## config.mk

```make
export PLATFORM = sky130hd
export DESIGN_NAME = audio_ctrl_fsm_flat
export DESIGN_NICKNAME = d
export VERILOG_FILES = /design/src/rtl/audio_ctrl_if.sv /design/src/rtl/audio_ctrl_fsm.sv /design/src/flat_wrapper.sv
export SDC_FILE = /design/constraint.sdc
export NUM_CORES = 1
export LEC_CHECK = 0
export CORE_MARGIN = 2
export CORE_UTILIZATION = 47
export DETAILED_ROUTE_END_ITERATION = 6
export PLACE_DENSITY = 0.8
export SYNTH_ARGS = -nofsm -noshare
export SYNTH_HDL_FRONTEND = slang
export SYNTH_SLANG_ARGS = --single-unit
```

## constraint.sdc

```tcl
create_clock -name i_clk -period 8.2 [get_ports i_clk]
set_clock_uncertainty 0.15 [all_clocks]
set_input_delay 1.64 -clock i_clk [delete_from_list [all_inputs] [get_ports i_clk]]
set_output_delay 1.64 -clock i_clk [all_outputs]
set_load 0.01 [all_outputs]
```

## src/rtl/audio_ctrl_if.sv

```systemverilog
// Transport controller bus: keys, chunk selects, engine done flags and
// the command/status outputs towards the datapath engines.
interface audio_ctrl_if #(
    parameter int NUM_CHUNK = 5,
    parameter int ADDR_W    = 23,
    parameter int SPD_W     = 2
);
    logic                 i_key_rec;
    logic                 i_key_play;
    logic                 i_key_mix;
    logic                 i_key_stop;
    logic [NUM_CHUNK-1:0] i_src_sel;
    logic [NUM_CHUNK-1:0] i_dst_sel;
    logic [SPD_W-1:0]     i_speed;
    logic                 i_rec_done;
    logic                 i_play_done;
    logic                 i_mix_done;
    logic [1:0]           o_mode;
    logic                 o_busy;
    logic                 o_start;
    logic                 o_stop;
    logic [ADDR_W-1:0]    o_src_addr;
    logic [ADDR_W-1:0]    o_dst_addr;
    logic                 o_dst_en;
    logic [NUM_CHUNK-1:0] o_mix_mask;
    logic [SPD_W-1:0]     o_speed;
    logic                 o_err;

    modport slave (
        input  i_key_rec, i_key_play, i_key_mix, i_key_stop,
        input  i_src_sel, i_dst_sel, i_speed,
        input  i_rec_done, i_play_done, i_mix_done,
        output o_mode, o_busy, o_start, o_stop,
        output o_src_addr, o_dst_addr, o_dst_en,
        output o_mix_mask, o_speed, o_err
    );

    modport master (
        output i_key_rec, i_key_play, i_key_mix, i_key_stop,
        output i_src_sel, i_dst_sel, i_speed,
        output i_rec_done, i_play_done, i_mix_done,
        input  o_mode, o_busy, o_start, o_stop,
        input  o_src_addr, o_dst_addr, o_dst_en,
        input  o_mix_mask, o_speed, o_err
    );
endinterface

```

## src/rtl/audio_ctrl_fsm.sv

```systemverilog
// Record/play/mix transport controller: key edges to engine start/stop
// commands, with select validation, stop timeout and busy tracking.
module audio_ctrl_fsm #(
    parameter int                NUM_CHUNK   = 5,
    parameter int                ADDR_W      = 23,
    parameter logic [ADDR_W-1:0] CHUNK_WORDS = ADDR_W'(23'h100000),
    parameter int                SPD_W       = 2,
    parameter int                TO_W        = 16
) (
    input logic         i_clk,
    input logic         i_rst,
    audio_ctrl_if.slave bus
);
    typedef enum logic [1:0] {S_IDLE, S_START, S_RUN, S_WAIT} state_t;

    localparam logic [1:0] M_REC  = 2'd1;
    localparam logic [1:0] M_PLAY = 2'd2;
    localparam logic [1:0] M_MIX  = 2'd3;

    state_t               state, state_nx;
    logic [3:0]           key, key_d, ev_q;
    logic                 armed;
    logic [TO_W-1:0]      cnt, cnt_nx;
    logic [1:0]           mode_q, mode_nx;
    logic [ADDR_W-1:0]    src_q, src_nx, dst_q, dst_nx;
    logic                 den_q, den_nx;
    logic [NUM_CHUNK-1:0] mask_q, mask_nx;
    logic [SPD_W-1:0]     spd_q, spd_nx;
    logic                 start_c, stop_c, err_c, idle_c;
    logic                 done_sel, src_one, dst_one, dst_ok, src_any;

    // Base address of the lowest selected chunk (0 when nothing is set).
    function automatic logic [ADDR_W-1:0] base(
        input logic [NUM_CHUNK-1:0] v
    );
        logic [ADDR_W-1:0] a;
        a = '0;
        for (int k = NUM_CHUNK - 1; k >= 0; k--)
            if (v[k]) a = ADDR_W'(k) * CHUNK_WORDS;
        return a;
    endfunction

    assign key = {bus.i_key_stop, bus.i_key_mix,
                  bus.i_key_play, bus.i_key_rec};

    assign src_one = $onehot(bus.i_src_sel);
    assign dst_one = $onehot(bus.i_dst_sel);
    assign src_any = |bus.i_src_sel;
    assign dst_ok  = dst_one | ~|bus.i_dst_sel;

    always_comb begin
        done_sel = 1'b0;
        unique case (mode_q)
            M_REC:   done_sel = bus.i_rec_done;
            M_PLAY:  done_sel = bus.i_play_done;
            M_MIX:   done_sel = bus.i_mix_done;
            default: done_sel = 1'b0;
        endcase
    end

    always_comb begin
        state_nx = state;
        cnt_nx   = cnt;
        mode_nx  = mode_q;
        src_nx   = src_q;
        dst_nx   = dst_q;
        den_nx   = den_q;
        mask_nx  = mask_q;
        spd_nx   = spd_q;
        start_c  = 1'b0;
        stop_c   = 1'b0;
        err_c    = 1'b0;
        idle_c   = 1'b0;
        unique case (state)
            S_IDLE: begin
                // STOP outranks everything, so it also swallows other edges
                if (ev_q[3]) begin
                    state_nx = S_IDLE;
                end else if (ev_q[0]) begin
                    if (dst_one) begin
                        mode_nx  = M_REC;
                        dst_nx   = base(bus.i_dst_sel);
                        den_nx   = 1'b1;
                        state_nx = S_START;
                    end else err_c = 1'b1;
                end else if (ev_q[1]) begin
                    if (src_one && dst_ok) begin
                        mode_nx  = M_PLAY;
                        src_nx   = base(bus.i_src_sel);
                        dst_nx   = base(bus.i_dst_sel);
                        den_nx   = dst_one;
                        spd_nx   = bus.i_speed;
                        state_nx = S_START;
                    end else err_c = 1'b1;
                end else if (ev_q[2]) begin
                    if (src_any && dst_ok) begin
                        mode_nx  = M_MIX;
                        src_nx   = base(bus.i_src_sel);
                        dst_nx   = base(bus.i_dst_sel);
                        den_nx   = dst_one;
                        mask_nx  = bus.i_src_sel;
                        state_nx = S_START;
                    end else err_c = 1'b1;
                end
            end
            S_START: begin
                start_c  = 1'b1;
                state_nx = S_RUN;
            end
            S_RUN: begin
                if (done_sel) begin
                    idle_c = 1'b1;
                end else if (ev_q[3]) begin
                    stop_c   = 1'b1;
                    cnt_nx   = '0;
                    state_nx = S_WAIT;
                end
            end
            S_WAIT: begin
                if (done_sel) begin
                    idle_c = 1'b1;
                end else if (&cnt) begin
                    err_c  = 1'b1;
                    idle_c = 1'b1;
                end else begin
                    cnt_nx = cnt + TO_W'(1);
                end
            end
            default: idle_c = 1'b1;
        endcase
        if (idle_c) begin
            state_nx = S_IDLE;
            mode_nx  = '0;
            src_nx   = '0;
            dst_nx   = '0;
            den_nx   = 1'b0;
            mask_nx  = '0;
            spd_nx   = '0;
        end
    end

    // armed masks the first post-reset sample so a held key cannot fire
    always_ff @(posedge i_clk) begin
        if (i_rst) begin
            state  <= S_IDLE;
            key_d  <= '0;
            ev_q   <= '0;
            armed  <= 1'b0;
            cnt    <= '0;
            mode_q <= '0;
            src_q  <= '0;
            dst_q  <= '0;
            den_q  <= 1'b0;
            mask_q <= '0;
            spd_q  <= '0;
        end else begin
            state  <= state_nx;
            key_d  <= key;
            ev_q   <= key & ~key_d & {4{armed}};
            armed  <= 1'b1;
            cnt    <= cnt_nx;
            mode_q <= mode_nx;
            src_q  <= src_nx;
            dst_q  <= dst_nx;
            den_q  <= den_nx;
            mask_q <= mask_nx;
            spd_q  <= spd_nx;
        end
    end

    assign bus.o_mode     = mode_q;
    assign bus.o_busy     = (state != S_IDLE);
    assign bus.o_start    = start_c & ~i_rst;
    assign bus.o_stop     = stop_c & ~i_rst;
    assign bus.o_err      = err_c & ~i_rst;
    assign bus.o_src_addr = src_q;
    assign bus.o_dst_addr = dst_q;
    assign bus.o_dst_en   = den_q;
    assign bus.o_mix_mask = mask_q;
    assign bus.o_speed    = spd_q;
endmodule
```

## src/flat_wrapper.sv

```systemverilog
// flat-port wrapper written by rule: the top's interface ports become plain ports
module audio_ctrl_fsm_flat 
#(
    parameter int                NUM_CHUNK   = 5,
    parameter int                ADDR_W      = 23,
    parameter logic [ADDR_W-1:0] CHUNK_WORDS = ADDR_W'(23'h100000),
    parameter int                SPD_W       = 2,
    parameter int                TO_W        = 16
)
  (i_clk, i_rst, bus_i_key_rec, bus_i_key_play, bus_i_key_mix, bus_i_key_stop, bus_i_src_sel, bus_i_dst_sel, bus_i_speed, bus_i_rec_done, bus_i_play_done, bus_i_mix_done, bus_o_mode, bus_o_busy, bus_o_start, bus_o_stop, bus_o_src_addr, bus_o_dst_addr, bus_o_dst_en, bus_o_mix_mask, bus_o_speed, bus_o_err);
  audio_ctrl_if #(.NUM_CHUNK(NUM_CHUNK), .ADDR_W(ADDR_W), .SPD_W(SPD_W)) bus_i ();
  input logic i_clk;
  input logic i_rst;
  input wire logic [$bits(bus_i.i_key_rec)-1:0] bus_i_key_rec;
  input wire logic [$bits(bus_i.i_key_play)-1:0] bus_i_key_play;
  input wire logic [$bits(bus_i.i_key_mix)-1:0] bus_i_key_mix;
  input wire logic [$bits(bus_i.i_key_stop)-1:0] bus_i_key_stop;
  input wire logic [$bits(bus_i.i_src_sel)-1:0] bus_i_src_sel;
  input wire logic [$bits(bus_i.i_dst_sel)-1:0] bus_i_dst_sel;
  input wire logic [$bits(bus_i.i_speed)-1:0] bus_i_speed;
  input wire logic [$bits(bus_i.i_rec_done)-1:0] bus_i_rec_done;
  input wire logic [$bits(bus_i.i_play_done)-1:0] bus_i_play_done;
  input wire logic [$bits(bus_i.i_mix_done)-1:0] bus_i_mix_done;
  output wire logic [$bits(bus_i.o_mode)-1:0] bus_o_mode;
  output wire logic [$bits(bus_i.o_busy)-1:0] bus_o_busy;
  output wire logic [$bits(bus_i.o_start)-1:0] bus_o_start;
  output wire logic [$bits(bus_i.o_stop)-1:0] bus_o_stop;
  output wire logic [$bits(bus_i.o_src_addr)-1:0] bus_o_src_addr;
  output wire logic [$bits(bus_i.o_dst_addr)-1:0] bus_o_dst_addr;
  output wire logic [$bits(bus_i.o_dst_en)-1:0] bus_o_dst_en;
  output wire logic [$bits(bus_i.o_mix_mask)-1:0] bus_o_mix_mask;
  output wire logic [$bits(bus_i.o_speed)-1:0] bus_o_speed;
  output wire logic [$bits(bus_i.o_err)-1:0] bus_o_err;
  assign bus_i.i_key_rec = bus_i_key_rec;
  assign bus_i.i_key_play = bus_i_key_play;
  assign bus_i.i_key_mix = bus_i_key_mix;
  assign bus_i.i_key_stop = bus_i_key_stop;
  assign bus_i.i_src_sel = bus_i_src_sel;
  assign bus_i.i_dst_sel = bus_i_dst_sel;
  assign bus_i.i_speed = bus_i_speed;
  assign bus_i.i_rec_done = bus_i_rec_done;
  assign bus_i.i_play_done = bus_i_play_done;
  assign bus_i.i_mix_done = bus_i_mix_done;
  assign bus_o_mode = bus_i.o_mode;
  assign bus_o_busy = bus_i.o_busy;
  assign bus_o_start = bus_i.o_start;
  assign bus_o_stop = bus_i.o_stop;
  assign bus_o_src_addr = bus_i.o_src_addr;
  assign bus_o_dst_addr = bus_i.o_dst_addr;
  assign bus_o_dst_en = bus_i.o_dst_en;
  assign bus_o_mix_mask = bus_i.o_mix_mask;
  assign bus_o_speed = bus_i.o_speed;
  assign bus_o_err = bus_i.o_err;
  audio_ctrl_fsm #(.NUM_CHUNK(NUM_CHUNK), .ADDR_W(ADDR_W), .CHUNK_WORDS(CHUNK_WORDS), .SPD_W(SPD_W), .TO_W(TO_W)) u_core (.i_clk(i_clk), .i_rst(i_rst), .bus(bus_i));
endmodule
```

==> results.cfg <==
[drt]
routed-via-count = 2134
first_pass_iters = 5
wl_per_cell_um = 11.7
drt-initial-drc-count = 103
drtAntennaViolNets = 0
totalWireLength_um = 4950
post_drt_via_cell_ratio = 5.02
drc_errors = 0

[clock_network]
tritoncts_clock_tree = done
h-tree-depth = 2
cts_made_buffers = 5
clockBufferDepth = 2
cts.hold.buffers_added = 0
cts_resized = 0
clock_insertion_delay_worst_skew_ps = 300
cts_num_sinks = 43
path_clk_slew_ps = 70
clock_tree.root_cell = sky130_fd_sc_hd__clkbuf_8
postCtsSetupRepairBufs = 0

[synthesis]
netlist_area_mm2 = 0.00264
netlist_top_cells_count = sky130_fd_sc_hd__dfxtp_1, sky130_fd_sc_hd__buf_4, sky130_fd_sc_hd__a21oi_1, sky130_fd_sc_hd__inv_1, sky130_fd_sc_hd__nand2_1
yosysWarningCount = 0
synth_top_family_by_area = simple AND/OR/NAND/NOR gates
yosysSeqAreaShare_pct = 32.6
yosys_register_bits = 43
synth_enable_flop_cells = 0
synth_most_common_cell = sky130_fd_sc_hd__dfxtp_1
synth_cell_types = 46
post_synth_and_or_nand_nor_area_fraction_pct = 21.7
cell_accounting_for_the_most_synthesized_area = sky130_fd_sc_hd__dfxtp_1
synth-adder-area-share_pct = 11.1
synth_top_cell_area_share_pct = 32.6
synth_xor_area_share_pct = 0.664
async_reset_ff_share_pct = 0
post_synth_top_flop = sky130_fd_sc_hd__dfxtp_1
synthesis.area_per_instance_um2 = 8.46
synth_compound_area_share_pct = 14.2
multiplexer_fraction_of_the_synthesized_cell_area_pct = 3.98
netlist_instances = 312
synth_top_cells_by_area = sky130_fd_sc_hd__dfxtp_1, sky130_fd_sc_hd__buf_4, sky130_fd_sc_hd__ha_1, sky130_fd_sc_hd__a21oi_1, sky130_fd_sc_hd__inv_1

[worst_setup_path]
timing.critical_path.cells = clkdlybuf4s50_1, inv_1, ha_1, fa_1, inv_1, fa_1, nand4_1, o21ai_0, a211oi_1, o21ai_0, a211oi_1, clkdlybuf4s50_1
worst_path_dominant_cell_family = buffers and inverters
critPathRequiredTime_ps = 6410
path_buf_inv = 4
worst_path_max_delay_cell = sky130_fd_sc_hd__clkdlybuf4s50_1
setup.worst_path.end_class = output port
crit_path_max_fanout = 6
worst_setup_path_start_kind = input port
worst-endpoint-arrival_ps = 4880
path_class = in2out
critical_path.max_stage_delay_ps = 600

[outcome]
run_status = finished, final reports clean

[finish]
layout.filler_cells = 522
register_area_um2 = 861
multi_input_area_mm2 = 0.00151
utilization_pct = 55.6
n_antenna_cell = 0
post_route_cells_drive_above_1_share_pct = 3.97
area.growth.synth_to_final_pct = 15.2
layout.nets = 396

[placement]
gp_routability_congestion = 0.828
dp.final_hpwl_um = 3900
detailedPlace.worstSlack_ps = 1500
placement.io_buffers = 40

[power_and_ir_drop]
ir_worst_vdd_v = 0.000100
static-leakage-power_nw = 1.21
power_density_mw_per_mm2 = 148

[timing]
least_margin_pin_slew_ps = 583
minimum_clock_period_ps = 6670
final_critical_path_setup_slack_ps = 1530
rsz0062_at_grt = false
report.final.setup_viol = 0
final.setup.tns_ps = 0
final_min_period_over_clock_period_pct = 81.4
maxSlewHeadroom_pct = 61.0
drv_slew = 0
report.final.hold_viol_count = 0
maxClockFrequency_mhz = 150

[job]
maxCapViolCount = 0

[floorplanning]
core-area_mm2 = 0.00547
initial_core_util_pct = 48.2
rows = 27
die_h_um = 78.9
die_width_um = 78.9
design.portCount = 81
die_area_mm2 = 0.00623

[global_routing]
antenna_found_initial = 0
first_global_vias = 1934
grt.overflow.total = 0
global_route.usage.total_pct = 17.0
pin_count_of_the_biggest_net_entering_global_routing = 19
first_pass_grt_wire_length_um = 8430

[hold_path]
hold_path_class = reg2reg
==> where the power goes <==
group | leakage (nW) | internal (mW) | switching (mW) | total (mW)
Sequential | 0.349 | 0.215 | 0.00505 | 0.220
Clock | 0.0361 | 0.0566 | 0.0687 | 0.125
Combinational | 0.830 | 0.0465 | 0.0590 | 0.106
==> cells by family after synthesis <==
family / after synthesis
compound gates: 59
fa+ha+maj: 21
simple gates: 106
xor+xnor: 2
flops: 43
mux: 10
buf+inv: 70
other cells: 1
==> final timing paths <==
path         slack [ps]  depth (start not counted)                                      to                              startpoint
min                 300                          2  u_core.bus.o_dst_addr[20]$_SDFFE_PP0P_  u_core.bus.o_dst_addr[20]$_SDFFE_PP0P_
min reg2reg         300                          2  u_core.bus.o_dst_addr[20]$_SDFFE_PP0P_  u_core.bus.o_dst_addr[20]$_SDFFE_PP0P_
max reg2reg        5770                          6             u_core.cnt[11]$_SDFFE_PP0P_            u_core.state[0]$_SDFFE_PP0P_
max                1530                         12                               bus_o_err                        bus_i_src_sel[0]
==> routing by layer <==
metal	routed length [um]	track usage, %	part of all wire, %	up-vias
met5	0	0	0	-
li1	-	-	-	1077
met4	59	6.21	1.2	0
met3	249	3.64	5.0	6
met2	2450	30.6	49	56
met1	2200	19.7	44	995
==> sequential cells by signal (all words and copies together) (netlist names) <==
| register | cells |
|---|---|
| u_core.state | 2 |
| u_core.bus.o_dst_addr | 3 |
| u_core.bus.o_mode | 2 |
| u_core.bus.o_src_addr | 3 |
| u_core.cnt | 16 |
| u_core.ev_q | 4 |
| u_core.bus.o_dst_en | 1 |
| u_core.bus.o_mix_mask | 5 |
| u_core.bus.o_speed | 2 |
| u_core.armed | 1 |
| u_core.key_d | 4 |
==> cell type report <==
type | count | area share [%]
Timing Repair Buffer | 41 | 13.4
Clock inverter | 1 | 0.247
Tap cell | 72 | 2.96
Inverter | 25 | 3.09
Clock buffer | 5 | 2.26
Multi-Input combinational cell | 238 | 49.7
Sequential cell | 43 | 28.3
==> through the flow <==
stage / hold slack, ps / cell area, um2 / instances / total power, mW
2_1_floorplan: 294 / 2790 / 351 / 0.306
3_3_place_gp: 292 / 2960 / 419 / 0.328
3_5_place_dp: 293 / 2960 / 419 / 0.330
4_1_cts: 305 / 3040 / 425 / 0.457
5_1_grt: 326 / 3040 / 425 / 0.480
6_report: 301 / 3040 / 425 / 0.451
==> worst reg2reg max path, delay by kind of cell, from the launching register on <==
kind                       cells  cell delay [ps]
DFF                            1              370
adders and majority gates      1              430
AOI/OAI and AO/OA              3              810
and+or+nand+nor                2              600
==> placed cells by master, fill, tap and decap left out, drive strengths merged, types with 7 or more instances in the layout <==
| cell type | synthesis | final |
|---|---|---|
| dfxtp | 43 | 43 |
| conb | 1 | 40 |
| clkdlybuf4s50 | 0 | 40 |
| inv | 25 | 25 |
| a21oi | 25 | 25 |
| nand2 | 23 | 23 |
| nor2 | 21 | 21 |
| ha | 17 | 17 |
| o21ai | 14 | 14 |
| nand3 | 9 | 9 |
| mux2i | 9 | 9 |
| or4 | 8 | 8 |
| or3 | 8 | 8 |
| nor3 | 7 | 7 |
No activity file was read; power rests on OpenSTA's default activity.
